===== src/rtl/pdh_pkg.sv =====
// Shared constants and helpers for the ADC conditioning front end.
// Holds lane geometry, widths and the 17-to-16-bit saturator.
package pdh_pkg;

  localparam int ADC_W        = 14;
  localparam int OUT_W        = 16;
  localparam int MAX_LOG2_AVG = 6;
  localparam int ACC_W        = OUT_W + MAX_LOG2_AVG;

  localparam int LANE_A_LSB = 0;
  localparam int LANE_B_LSB = 16;

  typedef struct packed {
    logic [OUT_W-1:0] val;
    logic             ovf;
  } sat_t;

  // Top two bits disagree only when the value left the 16-bit range.
  function automatic sat_t sat16(input logic [OUT_W:0] x);
    sat_t r;
    r.ovf = x[OUT_W] ^ x[OUT_W-1];
    if (!r.ovf)
      r.val = x[OUT_W-1:0];
    else if (x[OUT_W])
      r.val = 16'h8000;
    else
      r.val = 16'h7FFF;
    return r;
  endfunction

  function automatic logic [2:0] clamp_k(input logic [2:0] k);
    return (k > 3'(MAX_LOG2_AVG)) ? 3'(MAX_LOG2_AVG) : k;
  endfunction

endpackage


===== src/rtl/adc_lane.sv =====
// One ADC channel: sign-extend, offset add, saturate, boxcar sum, shift.
// Ports: i_raw/i_vld raw beat, i_offset, i_s1_vld/i_first/i_last/i_k
// window control from the top, o_ovf clamp flag, o_avg window result.
module adc_lane
  import pdh_pkg::*;
(
  input  logic             clk,
  input  logic             rst,
  input  logic [ADC_W-1:0] i_raw,
  input  logic             i_vld,
  input  logic [OUT_W-1:0] i_offset,
  input  logic             i_s1_vld,
  input  logic             i_first,
  input  logic             i_last,
  input  logic [2:0]       i_k,
  output logic             o_ovf,
  output logic [OUT_W-1:0] o_avg
);

  logic [OUT_W:0]          w_sum;
  sat_t                    w_sat;
  logic [OUT_W-1:0]        r_s1;
  logic signed [ACC_W-1:0] r_acc;
  logic signed [ACC_W-1:0] w_s1_ext;
  logic signed [ACC_W-1:0] w_acc_nxt;
  logic signed [ACC_W-1:0] w_shift;
  logic [OUT_W-1:0]        r_avg;

  assign w_sum = {{(OUT_W+1-ADC_W){i_raw[ADC_W-1]}}, i_raw}
               + {i_offset[OUT_W-1], i_offset};
  assign w_sat = sat16(w_sum);
  assign o_ovf = w_sat.ovf;

  always_ff @(posedge clk or posedge rst) begin
    if (rst)
      r_s1 <= '0;
    else if (i_vld)
      r_s1 <= w_sat.val;
  end

  assign w_s1_ext  = {{(ACC_W-OUT_W){r_s1[OUT_W-1]}}, r_s1};
  assign w_acc_nxt = i_first ? w_s1_ext : r_acc + w_s1_ext;
  assign w_shift   = w_acc_nxt >>> i_k;

  always_ff @(posedge clk or posedge rst) begin
    if (rst) begin
      r_acc <= '0;
      r_avg <= '0;
    end else if (i_s1_vld) begin
      r_acc <= w_acc_nxt;
      if (i_last)
        r_avg <= w_shift[OUT_W-1:0];
    end
  end

  assign o_avg = r_avg;

endmodule


===== src/rtl/adc_frontend.sv =====
// Dual-lane ADC conditioning ahead of pdh_core: offset, saturate, 2^k average.
// Ports: s_axis_* raw input, avg_sel_i/offset_*_i config, clr_ovf_i,
// m_axis_* conditioned output, ovf_o sticky clamp flags.
module adc_frontend
  import pdh_pkg::*;
(
  input  logic        clk,
  input  logic        rst,
  input  logic [31:0] s_axis_tdata_i,
  input  logic        s_axis_tvalid_i,
  input  logic [2:0]  avg_sel_i,
  input  logic [15:0] offset_a_i,
  input  logic [15:0] offset_b_i,
  input  logic        clr_ovf_i,
  output logic [31:0] m_axis_tdata_o,
  output logic        m_axis_tvalid_o,
  output logic [1:0]  ovf_o
);

  logic             r_s1_vld;
  logic [5:0]       r_cnt;
  logic [2:0]       r_k;
  logic             r_done;
  logic [1:0]       r_ovf;
  logic [31:0]      r_tdata;
  logic             r_tvalid;
  logic [2:0]       w_k_sel;
  logic [2:0]       w_k;
  logic [5:0]       w_mask;
  logic             w_first;
  logic             w_last;
  logic             w_ovf_a;
  logic             w_ovf_b;
  logic [OUT_W-1:0] w_avg_a;
  logic [OUT_W-1:0] w_avg_b;
  logic             w_unused;

  assign w_unused = ^{s_axis_tdata_i[15:14], s_axis_tdata_i[31:30]};

  // An open window keeps its latched k; a new one takes the live setting.
  assign w_k_sel = clamp_k(avg_sel_i);
  assign w_first = (r_cnt == 6'd0);
  assign w_k     = w_first ? w_k_sel : r_k;
  assign w_mask  = 6'((7'd1 << w_k) - 7'd1);
  assign w_last  = (r_cnt == w_mask);

  adc_lane u_lane_a (
    .clk      (clk),
    .rst      (rst),
    .i_raw    (s_axis_tdata_i[LANE_A_LSB +: ADC_W]),
    .i_vld    (s_axis_tvalid_i),
    .i_offset (offset_a_i),
    .i_s1_vld (r_s1_vld),
    .i_first  (w_first),
    .i_last   (w_last),
    .i_k      (w_k),
    .o_ovf    (w_ovf_a),
    .o_avg    (w_avg_a)
  );

  adc_lane u_lane_b (
    .clk      (clk),
    .rst      (rst),
    .i_raw    (s_axis_tdata_i[LANE_B_LSB +: ADC_W]),
    .i_vld    (s_axis_tvalid_i),
    .i_offset (offset_b_i),
    .i_s1_vld (r_s1_vld),
    .i_first  (w_first),
    .i_last   (w_last),
    .i_k      (w_k),
    .o_ovf    (w_ovf_b),
    .o_avg    (w_avg_b)
  );

  always_ff @(posedge clk or posedge rst) begin
    if (rst) begin
      r_s1_vld <= 1'b0;
      r_cnt    <= '0;
      r_k      <= '0;
      r_done   <= 1'b0;
    end else begin
      r_s1_vld <= s_axis_tvalid_i;
      r_done   <= r_s1_vld & w_last;
      if (r_s1_vld) begin
        if (w_first)
          r_k <= w_k_sel;
        r_cnt <= w_last ? 6'd0 : r_cnt + 6'd1;
      end
    end
  end

  always_ff @(posedge clk or posedge rst) begin
    if (rst) begin
      r_tdata  <= '0;
      r_tvalid <= 1'b0;
    end else begin
      r_tvalid <= r_done;
      if (r_done)
        r_tdata <= {w_avg_b, w_avg_a};
    end
  end

  // New clamps OR in after the clear so a simultaneous set survives.
  always_ff @(posedge clk or posedge rst) begin
    if (rst)
      r_ovf <= '0;
    else
      r_ovf <= (r_ovf & ~{2{clr_ovf_i}})
             | ({w_ovf_b, w_ovf_a} & {2{s_axis_tvalid_i}});
  end

  assign m_axis_tdata_o  = r_tdata;
  assign m_axis_tvalid_o = r_tvalid;
  assign ovf_o           = r_ovf;

endmodule


===== config.mk =====
export PLATFORM = sky130hd
export DESIGN_NAME = adc_frontend
export DESIGN_NICKNAME = d
export VERILOG_FILES = /design/src/rtl/pdh_pkg.sv /design/src/rtl/adc_lane.sv /design/src/rtl/adc_frontend.sv
export SDC_FILE = /design/constraint.sdc
export NUM_CORES = 1
export LEC_CHECK = 0
export ABC_AREA = 1
export CORE_MARGIN = 2
export CORE_UTILIZATION = 30
export CTS_CLUSTER_DIAMETER = 120
export DETAILED_ROUTE_END_ITERATION = 10
export SLEW_MARGIN = 20
export SYNTH_ARGS = -nofsm -noshare
export SYNTH_HDL_FRONTEND = slang
export SYNTH_SLANG_ARGS = --single-unit

===== constraint.sdc =====
create_clock -name clk -period 5.3 [get_ports clk]
set_input_delay 1.325 -clock clk [delete_from_list [all_inputs] [get_ports clk]]
set_output_delay 1.325 -clock clk [all_outputs]
set_load 0.005 [all_outputs]

# Word-level counts from Yosys, hierarchy flattened
# Index checks and enable logic that the tools add are counted.
# classes
addsub	6
mul	0
div	0
n_lt_le_gt_ge	1
n_eq_ne	1
shift	3
n_mux	9
bitwise_logic	7
n_reduce_logical	2
# op_table
op	n
two-way mux 16 bit	4
adder 22 x 16 -> 22 bit	2
two-way mux 22 bit	2
>>> shifter 22 x 3 -> 16 bit	2
adder 14 x 16 -> 17 bit	2
adder 6 x 1 -> 6 bit (second input constant)	1
equality test 6 bit	1
logical NOT 6 bit	1
two-way mux 3 bit	2
two-way mux 6 bit	1
left shift 1 x 3 -> 6 bit (first input constant)	1
subtractor 6 x 1 -> 6 bit (second input constant)	1
bitwise AND 2 bit	2
greater-than comparator 3 bit (second input constant)	1
NOT 2 bit	1
bitwise OR 2 bit	1
AND reduction 2 bit	1
XOR 1 bit	2
bitwise AND 1 bit	1
# word_totals
regBits	154
latchBits	0
ramBits	0
mem_bits_ro	0
inputBits	71
output_inout_bits	35
wordCells	42
mem_count	0

# Logic depth before layout (Yosys ltp)
# Gate-level depths: netlist (run 1).
# logic_depth
ltp_word	7
ltp_mapped	21
mapped_depth_nobuf	19

# Hierarchy
# A second synthesis (run 1) with hierarchy kept.
# unflattened
cells_unflattened	1827
hier_area_um2	12597.1
# by_module_without_submodules
mod	n_inst	cells_each	area_each_um2	seq_area_each_um2
adc_lane (u_lane_a)	1	820	5257.5	1351.3
adc_lane (u_lane_b)	1	823	5221.3	1351.3
adc_frontend	1	184	2118.3	1151.1

# Worst setup path before layout (run 1)
# OpenSTA, ideal clock, no wires.
# synth_timing
path_type	input -> register
from	input port s_axis_tdata_i[0]
to	register u_lane_a.r_s1[0]
setup_ps	124
arrival_time_ps	3312
setup_slack_ps	1864
cell_stages	13
path_buffers	1
cell_sequence	ha_1 > fa_1 > nand3_1 > nand2_1 > a21oi_1 > o21ai_0 > nand4_1 > nand2_1 > nand2_1 > nand2_1 > a21oi_1 > buf_2 > a21oi_1
# synth_via
elab_chain_len	3
# synth_lines
item	line_no	text
start: declaration	adc_frontend.sv:9	input logic [31:0] s_axis_tdata_i,
adder 14 x 16 -> 17 bit *	adc_lane.sv:30	+ {i_offset[OUT_W-1], i_offset};
two-way mux 16 bit or XOR 1 bit (tied branches)	pdh_pkg.sv:24, pdh_pkg.sv:21	
two-way mux 16 bit *	pdh_pkg.sv:22	if (!r.ovf)
end signal: assignment	adc_lane.sv:38	r_s1 <= w_sat.val;
end: declaration	adc_lane.sv:22	logic [OUT_W-1:0] r_s1;
# Every way passes the cells marked *; elsewhere a longest branch is shown, timed or not.
# A chain may end at the register's enable or synchronous reset.

# Final worst setup path (run 1)
# layout_timing
from	input port avg_sel_i[1]
to	register u_lane_b.r_avg[12], in the netlist u_lane_b.o_avg[12]
# layout_via
elab_chain_len	7
# layout_lines
item	line_no	text
start: declaration	adc_frontend.sv:11	input logic [2:0] avg_sel_i,
greater-than comparator 3 bit	pdh_pkg.sv:32	return (k > 3'(MAX_LOG2_AVG)) ? 3'(MAX_LOG2_AVG) : k;
two-way mux 3 bit *	pdh_pkg.sv:32	
two-way mux 3 bit *	--	
left shift 1 x 3 -> 6 bit	adc_frontend.sv:44	assign w_mask = 6'((7'd1 << w_k) - 7'd1);
subtractor 6 x 1 -> 6 bit	adc_frontend.sv:44	
equality test 6 bit	adc_frontend.sv:45	assign w_last = (r_cnt == w_mask);
AND reduction 2 bit (no source line)	--	
end signal: assignment	adc_lane.sv:52	r_avg <= w_shift[OUT_W-1:0];
end: declaration	adc_lane.sv:27	logic [OUT_W-1:0] r_avg;
# Marked as above.

==> results of run 1 <==
-- through the flow --
step	setup slack (ps)	utilization	cells
6_report	1055	0.3596	2410
5_1_grt	781.4	0.3596	2410
4_1_cts	989.7	0.3596	2410
3_5_place_dp	522.5	0.3444	2378
3_3_place_gp	516.3	0.3444	2378
2_1_floorplan	1864	-	1790
-- power by group --
part / switching, mW / leakage, nW / total (mW) / internal (mW)
registers: 0.377 / 1.86 / 2.04 / 1.66
clock network: 0.581 / 0.296 / 1.26 / 0.677
logic: 4.19 / 5.03 / 6.43 / 2.24
-- logic make-up after synthesis --
| group | Yosys count |
|---|---|
| XOR/XNOR | 41 |
| adder cells (fa/ha/maj) | 81 |
| AO/OA/AOI/OAI | 220 |
| buffers and inverters | 251 |
| AND/OR/NAND/NOR | 1015 |
| multiplexers | 28 |
| flip-flops | 154 |
-- layout by cell type, fill, tap and decap left out, drive strengths merged --
cell type      count
o41ai              1
o211ai             7
nand3b            10
a31oi             36
nand3            248
or2                7
fa                 4
nand2            559
o21a               1
and3               1
a211oi             2
a21oi             91
clkinv             7
nor3              12
o21ai             65
mux2              27
o22ai              1
dfrtp            154
nor2             160
o21bai             6
mux2i              1
ha                77
clkinvlp           2
a21o               6
xnor2             12
bufinv             1
nand4             18
a21boi             2
o31ai              1
buf               21
xor2              29
clkdlybuf4s50    101
a311oi             1
inv              197
clkbuf            17
-- state kept, by name (all words and copies together) (netlist names) --
name and flops:
m_axis_tdata_o 32, u_lane_a.r_acc 22, u_lane_b.r_acc 22, u_lane_a.o_avg 16, u_lane_a.r_s1 16, u_lane_b.o_avg 16, u_lane_b.r_s1 16, r_cnt 6
r_k 3, ovf_o 2, m_axis_tvalid_o 1, r_done 1, r_s1_vld 1
-- critical path, stage by stage --
cell	delay, ps
clkdlybuf4s50_1	480
a21boi_0	460
o21ai_4	190
nor2_1	210
nand2_1	130
ha_1	320
xnor2_1	130
nor2_1	100
nand2_1	90
nor2_4	110
nand3_2	140
nor2_4	320
buf_4	290
nand3_1	110
nor2_1	100
nor2_1	40
-- layout make-up --
type | instances | area (um^2)
timing repair buffer | 122 | 1181
multi-input combinational | 1385 | 7264
tap | 525 | 656.9
clock buffer | 17 | 425.4
inverter | 192 | 724.4
clock inverter | 15 | 178.9
sequential | 154 | 3855
fill | 4284 | 25450
-- per-layer routing --
metal | track usage | up-vias | wire, um
met4 | 0.03080 | 0 | 293
li1 | - | 6045 | -
met2 | 0.2539 | 292 | 14350
met3 | 0.01989 | 20 | 1580
met1 | 0.2524 | 5331 | 17830
met5 | 0 | - | 0
-- worst max-delay path by stage --
stage                                           to  slack, ps  depth (start not counted)
finish              u_lane_b.o_avg[12]$_DFFE_PP0P_       1060                         16
detailed placement  u_lane_b.o_avg[13]$_DFFE_PP0P_        520                         16
floorplan             u_lane_a.r_s1[0]$_DFFE_PP0P_       1860                         13
global route        u_lane_b.o_avg[12]$_DFFE_PP0P_        780                         16
global placement    u_lane_b.o_avg[13]$_DFFE_PP0P_        520                         16
CTS                 u_lane_b.o_avg[13]$_DFFE_PP0P_        990                         16
==> flow_summary_export.csv, run 1 <==
group,metric,value,unit
synthesis,synthFlopType,"dfrtp_1",
grt,grt_pass1_wl,56580,um
synthesis,ys_async_sr_fraction,1.000,
worst_setup_path,reg2reg_depth,17,
finish,final_area,14290,um^2
timing,setup-tns-final,0,ps
timing,rsz0062_at_grt,"false",
clocking,insertion_delay,440,ps
drt,wirelength,34050,um
drt,wire_per_inst,14.13,um
floorplanning,rows,73,
clocking,cts_tree,"built",
timing,hold_violations,0,
placement,gp_congestion,0.9017,
timing,finalCriticalPeriod,4245,ps
placement,io_buffers,101,
worst_setup_path,crit_start,"avg_sel_i[1]",
synthesis,synth_compound_area_frac,0.1009,
hold_path,min_from,"r_done$_DFF_PP0_",
timing,finClkSkew,14.56,ps
synthesis,ys_seq_elements,154,
finish,drive_above_1_share,0.05623,
floorplanning,start_util,0.3045,
synthesis,yosys.area.top_type,"dfrtp_1",
finish,area_growth,18.09,%
synthesis,synth_warnings,0,
worst_setup_path,r2r_start,"r_cnt[0]$_DFFE_PP0P_",
timing,setup_viol,0,
clocking,cts_hold_buf,0,
synthesis,syn_inst,1790,
placement,placed_area,13680,um^2
drt,drc,0,
grt,grt_pass1_vias,10890,
synthesis,synthSimpleGateAreaFrac,0.3564,
drt,drtIter0Drc,926,
clocking,clk_root_buffer_cell,"clkbuf_16",
clocking,numCtsBuffers,17,
floorplanning,fp.dieH,204.8,um
synthesis,syn_nets,1942,
timing,fin_crit_sh,0.8009,
clocking,path_clk_slew,70,ps
timing,maxSlewViolCount,0,
drt,first_pass_iters,8,
drt,ant_nets,0,
floorplanning,fp.dieW,204.8,um
synthesis,synth-edff-count,0,
worst_setup_path,required,5630,ps
worst_setup_path,cp_data_arrival_time,4570,ps
floorplanning,core_area,39730,um^2
clocking,cts_buffer_depth,2,
timing,tightest_slew,779.6,ps
placement,dp_hpwl,26680,um
synthesis,yosysMostFrequentCell,"nand2_1",
hold_path,whs_endpoint,"m_axis_tdata_o[23]$_DFFE_PP0P_",
power_and_ir_drop,ir_worst_vdd,0.3220,mV
synthesis,synthAdderAreaFrac,0.08626,
synthesis,yosys-top-cells-area,"dfrtp_1 32%, nand2_1 17%, nand3_1 10%, ha_1 8.0%, inv_1 5.8%",
synthesis,synth_top_family_by_area,"simple AND/OR/NAND/NOR gates",
clocking,post_cts_resized,0,
grt,antenna_found_initial,0,
worst_setup_path,cp-end-kind,"flop",
grt,grt_usage,0.1667,
floorplanning,dieArea,41950,um^2
worst_setup_path,critPathKind,"in2reg",
grt,grt_max_degree,85,
worst_setup_path,start_kind,"input port",
worst_setup_path,reg2reg_to,"u_lane_b.o_avg[12]$_DFFE_PP0P_",
floorplanning,io_pins,106,
flow_run,max_cap_violations,0,
worst_setup_path,reg2reg_slack,1750,ps
synthesis,synth-seq-area-share,0.3185,
synthesis,synth_top_area_share,0.3185,
synthesis,synth_area,12100,um^2
clocking,cts.sinks,154,
clocking,postCtsSetupBuffers,0,
drt,vias,11690,
hold_path,hold_depth,1,
synthesis,ys_types,46,
timing,relSlewSlack,0.4803,
hold_path,hp-class,"reg2reg",
synthesis,synth-xor-area-share,0.03030,
finish,nNetsFinal,2024,
power_and_ir_drop,powerDensity,681.2,nW/um^2
synthesis,synthMuxAreaShare,0.02596,
power_and_ir_drop,total_power,9.732,mW
timing,max_freq,235.6,MHz
clocking,htree_levels,4,
status,status,"finished clean",
worst_setup_path,path_max_fanout,16,
synthesis,synth_common_cells,"554 x nand2_1, 246 x nand3_1, 188 x inv_1, 155 x nor2_1, 154 x dfrtp_1",
finish,n_antenna_cell,0,
drt,routed_via_density,4.850,
timing,hold_ws,475.7,ps
power_and_ir_drop,p_leak,7.183,nW
grt,grt_overflow,0,
synthesis,avgSynthCellArea,6.759,um^2
Power figures use the tool's default switching activity.
==> inputs of run 2 (changes only) <==
Clock period 5.3 ns to 4.1 ns, I/O delays scaled along.
==> run 2 against run 1 <==
  * Non-clock buffer count up 5
  * Worst setup slack worse by 570 ps
  * Combinational power increased by 28%
  * Critical path type unchanged
  * Critical path depth unchanged
  * Register-to-register slack worse by 930 ps
  * First-iteration DRC count fell by 10%
  * Routed wire length is 1.2% lower
  * Design area about the same
  * Via count is 0.49% higher
  * Total power increased by 27%
  * Sequential share of layout area barely moved
  * Global-route usage is 0.20 points lower
==> flow_summary_export.csv, run 2 (synthesis results as in run 1) <==
group,metric,value,unit
worst_setup_path,critPathTopFamily,"simple AND/OR/NAND/NOR gates",
worst_setup_path,cpMaxStageDelayCell,"nor2_1",
power_and_ir_drop,p_sw_frac,0.5236,
clocking,cts_buffer_depth,2,
clocking,clk_root_buffer_cell,"clkbuf_16",
worst_setup_path,required,4440,ps
timing,hold_ws,476.5,ps
finish,drive_above_1_share,0.05667,
floorplanning,rows,73,
finish,final_area,14290,um^2
worst_setup_path,path_cells,"clkdlybuf4s50_1 -> ha_1 -> fa_1 -> nand3_1 -> nand2_1 -> nand2_1 -> nand3_1 -> nand2_1 -> nor2_1 -> nand2_1 -> nand2_1 -> xor2_1 -> nor2_1 -> nor2_1 -> inv_1 -> o21ai_0",
timing,setup-tns-final,0,ps
grt,grt_pass1_vias,10930,
placement,gp_congestion,0.9048,
finish,final_cell_mix,"554 x nand2_1, 246 x nand3_1, 187 x inv_1",
finish,fin_cells,2413,
drt,drtIter0Drc,833,
timing,setup_viol,0,
power_and_ir_drop,internal_power,5.901,mW
placement,dp.cells,2383,
placement,dp_hpwl,26180,um
power_and_ir_drop,ir_worst_vdd,0.3684,mV
drt,wirelength,33640,um
power_and_ir_drop,total_power,12.39,mW
floorplanning,dieArea,41950,um^2
finish,area_growth,18.13,%
floorplanning,core_area,39730,um^2
clocking,cts_tree,"built",
worst_setup_path,critPathMaxStageDelay,590,ps
timing,relSlewSlack,0.4906,
worst_setup_path,cp-end-kind,"flop",
worst_setup_path,cp_data_arrival_time,3960,ps
drt,first_pass_iters,5,
drt,ant_nets,0,
worst_setup_path,crit_top_cell,"nand2_1",
clocking,path_clk_slew,70,ps
power_and_ir_drop,p_leak,7.181,nW
clocking,postCtsSetupBuffers,0,
finish,final_common_cell,"nand2_1",
finish,n_antenna_cell,0,
power_and_ir_drop,power_frac_seq,0.213,
timing,rsz0062_at_grt,"false",
worst_setup_path,start_kind,"input port",
floorplanning,fp.dieH,204.8,um
timing,hold_violations,0,
timing,fin_crit_sh,0.8824,
clocking,cts.sinks,154,
drt,wire_per_inst,13.94,um
flow_run,max_cap_violations,0,
drt,routed_via_density,4.867,
grt,grt_max_degree,80,
timing,tightest_slew,761.3,ps
finish,nNetsFinal,2029,
power_and_ir_drop,powerDensity,866.7,nW/um^2
drt,vias,11750,
power_and_ir_drop,p_sw,6.485,mW
placement,placed_area,13740,um^2
grt,grt_usage,0.1647,
hold_path,hp-class,"reg2reg",
clocking,cts_hold_buf,0,
timing,maxSlewViolCount,0,
clocking,insertion_delay,430,ps
power_and_ir_drop,pwr-share-comb,0.665,
grt,grt_pass1_wl,55810,um
power_and_ir_drop,p_clk_frac,0.122,
worst_setup_path,path_max_fanout,12,
clocking,numCtsBuffers,17,
placement,io_buffers,101,
worst_setup_path,path_buf_inv,2,
grt,grt_overflow,0,
status,status,"finished clean",
finish,largest_reg_flops,32,
timing,finalCriticalPeriod,3618,ps
floorplanning,io_pins,106,
drt,drc,0,
clocking,htree_levels,4,
timing,max_freq,276.4,MHz
grt,antenna_found_initial,0,
floorplanning,fp.dieW,204.8,um
timing,finClkSkew,10.56,ps
floorplanning,start_util,0.3045,
clocking,post_cts_resized,0,
worst_setup_path,critPathKind,"in2reg",
[run 2: changes by cell type in the layout (fill, tap and decap cells not counted)]
cell,previous run,this run
clkinvlp_4,2,3
inv_8,5,1
buf_4,20,23
clkinv_8,3,0
clkinv_2,2,1
buf_12,1,3
clkinv_4,0,3
clkbuf_1,0,2
[run 2: worst register-to-register path, cell delays in order, from the launching register on]
cell and delay (ps):
dfrtp_1 400, inv_1 140, ha_1 300, nand3_4 150, nand2_1 140, o21ai_4 100, nor2_1 240, nand2_1 170
ha_1 320, xnor2_1 130, nor2_1 100, nand2_1 90, nor2_4 110, nand3_2 140, nor2_4 150, buf_4 220
nand3_1 90, nor2_1 130, nor2_1 50
[run 2: path summary, 6_finish.rpt]
check,from,end,slack (ps),cells past startpoint
worst max-delay path,s_axis_tdata_i[16],u_lane_b.r_s1[11]$_DFFE_PP0P_,480,16
worst min-delay path,u_lane_a.o_avg[13]$_DFFE_PP0P_,u_lane_a.o_avg[13]$_DFFE_PP0P_,480,2
worst max register to register,r_cnt[0]$_DFFE_PP0P_,u_lane_a.o_avg[12]$_DFFE_PP0P_,820,18
worst min register to register,u_lane_a.o_avg[13]$_DFFE_PP0P_,u_lane_a.o_avg[13]$_DFFE_PP0P_,480,2
max in group asynchronous,rst,r_s1_vld$_DFF_PP0_,2580,3
min in group asynchronous,rst,u_lane_a.r_acc[19]$_DFFE_PP0P_,1100,3
[run 2: metrics by stage]
| step | setup slack, ps | utilization |
|---|---|---|
| after floorplan | 964.1 | - |
| after global placement | 129.8 | 0.3459 |
| after detailed placement | 39.70 | 0.3459 |
| after CTS | 482.0 | 0.3597 |
| after global routing | 74.72 | 0.3597 |
| final | 482.1 | 0.3597 |
[run 2: routing by layer]
metal / share of wire / GRT usage
met1: 0.52 / 0.2480
met2: 0.42 / 0.2479
met3: 0.052 / 0.02084
met4: 0.012 / 0.03778
met5: 0 / 0
[run 2: layout make-up]
class	instances	area [um^2]
Timing Repair Buffer	127	1244
Tap cell	525	656.9
Multi-Input combinational cell	1385	7264
Clock buffer	19	432.9
Fill cell	4275	25440
Inverter	192	724.4
Sequential cell	154	3855
Clock inverter	11	113.9
[run 2: power by group through the flow]
stage | logic (mW) | registers (mW) | clock network, mW
after floorplan | 6.01 | 2.49 | 0
after global placement | 8.06 | 2.64 | 0
after detailed placement | 8.15 | 2.65 | 0
after CTS | 8.20 | 2.64 | 1.55
after global routing | 9.40 | 2.73 | 1.61
final | 8.24 | 2.64 | 1.51
==> inputs of run 3 (changes only) <==
Settings changed: CTS_BUF_LIST set to sky130_fd_sc_hd__clkbuf_8 sky130_fd_sc_hd__clkbuf_16.
Clock period 4.1 ns to 3.6 ns, I/O delays scaled along.
==> run 3 against run 2 <==
  * Critical path depth is the same
  * Routed wire length grew 1.9%
  * Worst setup slack lost 58 ps
  * Die area is the same
  * Final cell count grew 0.95%
  * Worst hold slack gained 7.3 ps
  * Via count grew 1.8%
  * Critical endpoint is now u_lane_a.o_avg[9]$_DFFE_PP0P_
  * Largest cell class unchanged
==> flow_summary_export.csv, run 3 (synthesis results as in run 1) <==
group,metric,value,unit
floorplanning,dieArea,41950,um^2
timing,tightest_slew,807.9,ps
grt,grt_pass1_vias,11180,
power_and_ir_drop,ir_worst_vdd,0.4567,mV
clocking,insertion_delay,430,ps
finish,num-fill-cells,4287,
finish,final_area,14530,um^2
worst_setup_path,critPathKind,"in2reg",
clocking,numCtsBuffers,17,
placement,io_buffers,101,
timing,hold_violations,0,
grt,grt_overflow,0,
timing,relSlewSlack,0.4614,
timing,fin_crit_sh,0.8822,
grt,grt_max_degree,69,
drt,wire_per_inst,14.07,um
placement,gp_congestion,0.9217,
clocking,path_clk_slew,60,ps
timing,finalCriticalPeriod,3176,ps
power_and_ir_drop,pwr-share-comb,0.661,
grt,grt_usage,0.1682,
floorplanning,fp.dieW,204.8,um
drt,drc,0,
timing,maxSlewViolCount,0,
timing,setup_viol,0,
drt,drtIter0Drc,969,
placement,dp_hpwl,27020,um
finish,nNetsFinal,2050,
floorplanning,fp.dieH,204.8,um
finish,area_growth,20.12,%
clocking,cts_buffer_depth,2,
floorplanning,rows,73,
clocking,cts.sinks,154,
clocking,clk_root_buffer_cell,"clkbuf_16",
grt,antenna_found_initial,0,
finish,final_common_cell,"nand2_1",
drt,routed_via_density,4.909,
clocking,postCtsSetupBuffers,0,
power_and_ir_drop,p_leak,7.317,nW
flow_run,max_cap_violations,0,
power_and_ir_drop,p_sw_frac,0.5190,
worst_setup_path,path_max_fanout,34,
worst_setup_path,cp-end-kind,"flop",
floorplanning,io_pins,106,
finish,n_antenna_cell,0,
power_and_ir_drop,power_frac_seq,0.208,
worst_setup_path,r2r_start,"r_cnt[0]$_DFFE_PP0P_",
drt,ant_nets,0,
hold_path,min_from,"u_lane_a.o_avg[7]$_DFFE_PP0P_",
clocking,htree_levels,4,
drt,vias,11960,
timing,max_freq,314.9,MHz
floorplanning,core_area,39730,um^2
hold_path,hp-class,"reg2reg",
finish,final_util,0.3657,
grt,grt_pass1_wl,57450,um
power_and_ir_drop,p_clk_frac,0.130,
drt,first_pass_iters,5,
status,status,"finished clean",
power_and_ir_drop,p_sw,7.515,mW
finish,final_cell_mix,"554 x nand2_1, 246 x nand3_1, 190 x inv_1",
worst_setup_path,start_kind,"input port",
power_and_ir_drop,internal_power,6.966,mW
drt,wirelength,34270,um
worst_setup_path,required,3950,ps
power_and_ir_drop,powerDensity,996.6,nW/um^2
placement,placed_area,13930,um^2
worst_setup_path,cp_data_arrival_time,3530,ps
finish,largest_reg_flops,32,
worst_setup_path,crit_start,"avg_sel_i[1]",
worst_setup_path,reg2reg_slack,550,ps
floorplanning,start_util,0.3045,
clocking,cts_tree,"built",
timing,rsz0062_at_grt,"false",
finish,drive_above_1_share,0.06803,
timing,finClkSkew,13.59,ps
## run 3: cell types whose count changed in the layout (fill, tap and decap cells not counted), sizes merged
cell and delta:
buf +21, clkinv -4, clkinvlp +3, inv +3
bufinv +2, clkbuf -2
## run 3: through the flow
step	setup slack (ps)	hold slack, ps	instances	setup TNS (ps)	power [mW]
floorplan	589.1	351.9	1790	0	9.683
global placement	-183.9	463.1	2404	-1034	12.35
finish	424.0	483.7	2436	0	14.48
global route	102.1	504.8	2436	0	15.99
CTS	214.2	482.8	2436	0	14.45
detailed placement	-224.9	466.7	2404	-1577	12.49
## run 3: critical path, stage by stage
cell and delay (ps):
clkdlybuf4s50_1 500, a21boi_0 100, buf_4 150, o21ai_4 170, nand3_1 140, ha_1 330, xnor2_1 130, nor2_1 100
nand2_1 90, nor2_4 100, nand3_2 110, nor2_4 120, buf_12 210, buf_4 160, nand2_1 60, o21ai_1 110
## run 3: final timing paths
kind,to,cells past startpoint
max in group asynchronous,u_lane_b.r_acc[16]$_DFFE_PP0P_,3
hold reg to reg,u_lane_a.o_avg[7]$_DFFE_PP0P_,2
hold / removal,u_lane_a.o_avg[7]$_DFFE_PP0P_,2
setup reg to reg,u_lane_a.o_avg[9]$_DFFE_PP0P_,18
min in group asynchronous,m_axis_tdata_o[15]$_DFFE_PP0P_,2
setup / recovery,u_lane_a.o_avg[9]$_DFFE_PP0P_,16
## run 3: final cells by class
class / instances / area (um^2) / share of cell area
clock inverter: 15 / 176.4 / 0.01214
tap: 525 / 656.9 / 0.04520
clock buffer: 17 / 425.4 / 0.02928
multi-input combinational: 1385 / 7267 / 0.5001
timing repair buffer: 148 / 1426 / 0.09816
inverter: 192 / 724.4 / 0.04985
sequential: 154 / 3855 / 0.2653
## run 3: repair_timing
action | CTS | global route
setup endpoints to repair | 0 | 3
resized for setup | 0 | 1
hold buffers | 0 | 0
## run 3: metal layers
metal	share of wire	GRT usage
met1	0.51	0.2521
met2	0.43	0.2599
met3	0.051	0.01766
met4	0.010	0.03364
met5	0	0
## run 3: power groups by stage
stage          clock [mW]  sequential, mW  combinational (mW)
2_1_floorplan           0            2.84                6.84
3_3_place_gp            0            3.02                9.33
5_1_grt              2.00            3.11                10.9
4_1_cts              1.92            3.02                9.52
3_5_place_dp            0            3.04                9.45
6_report             1.89            3.02                9.58
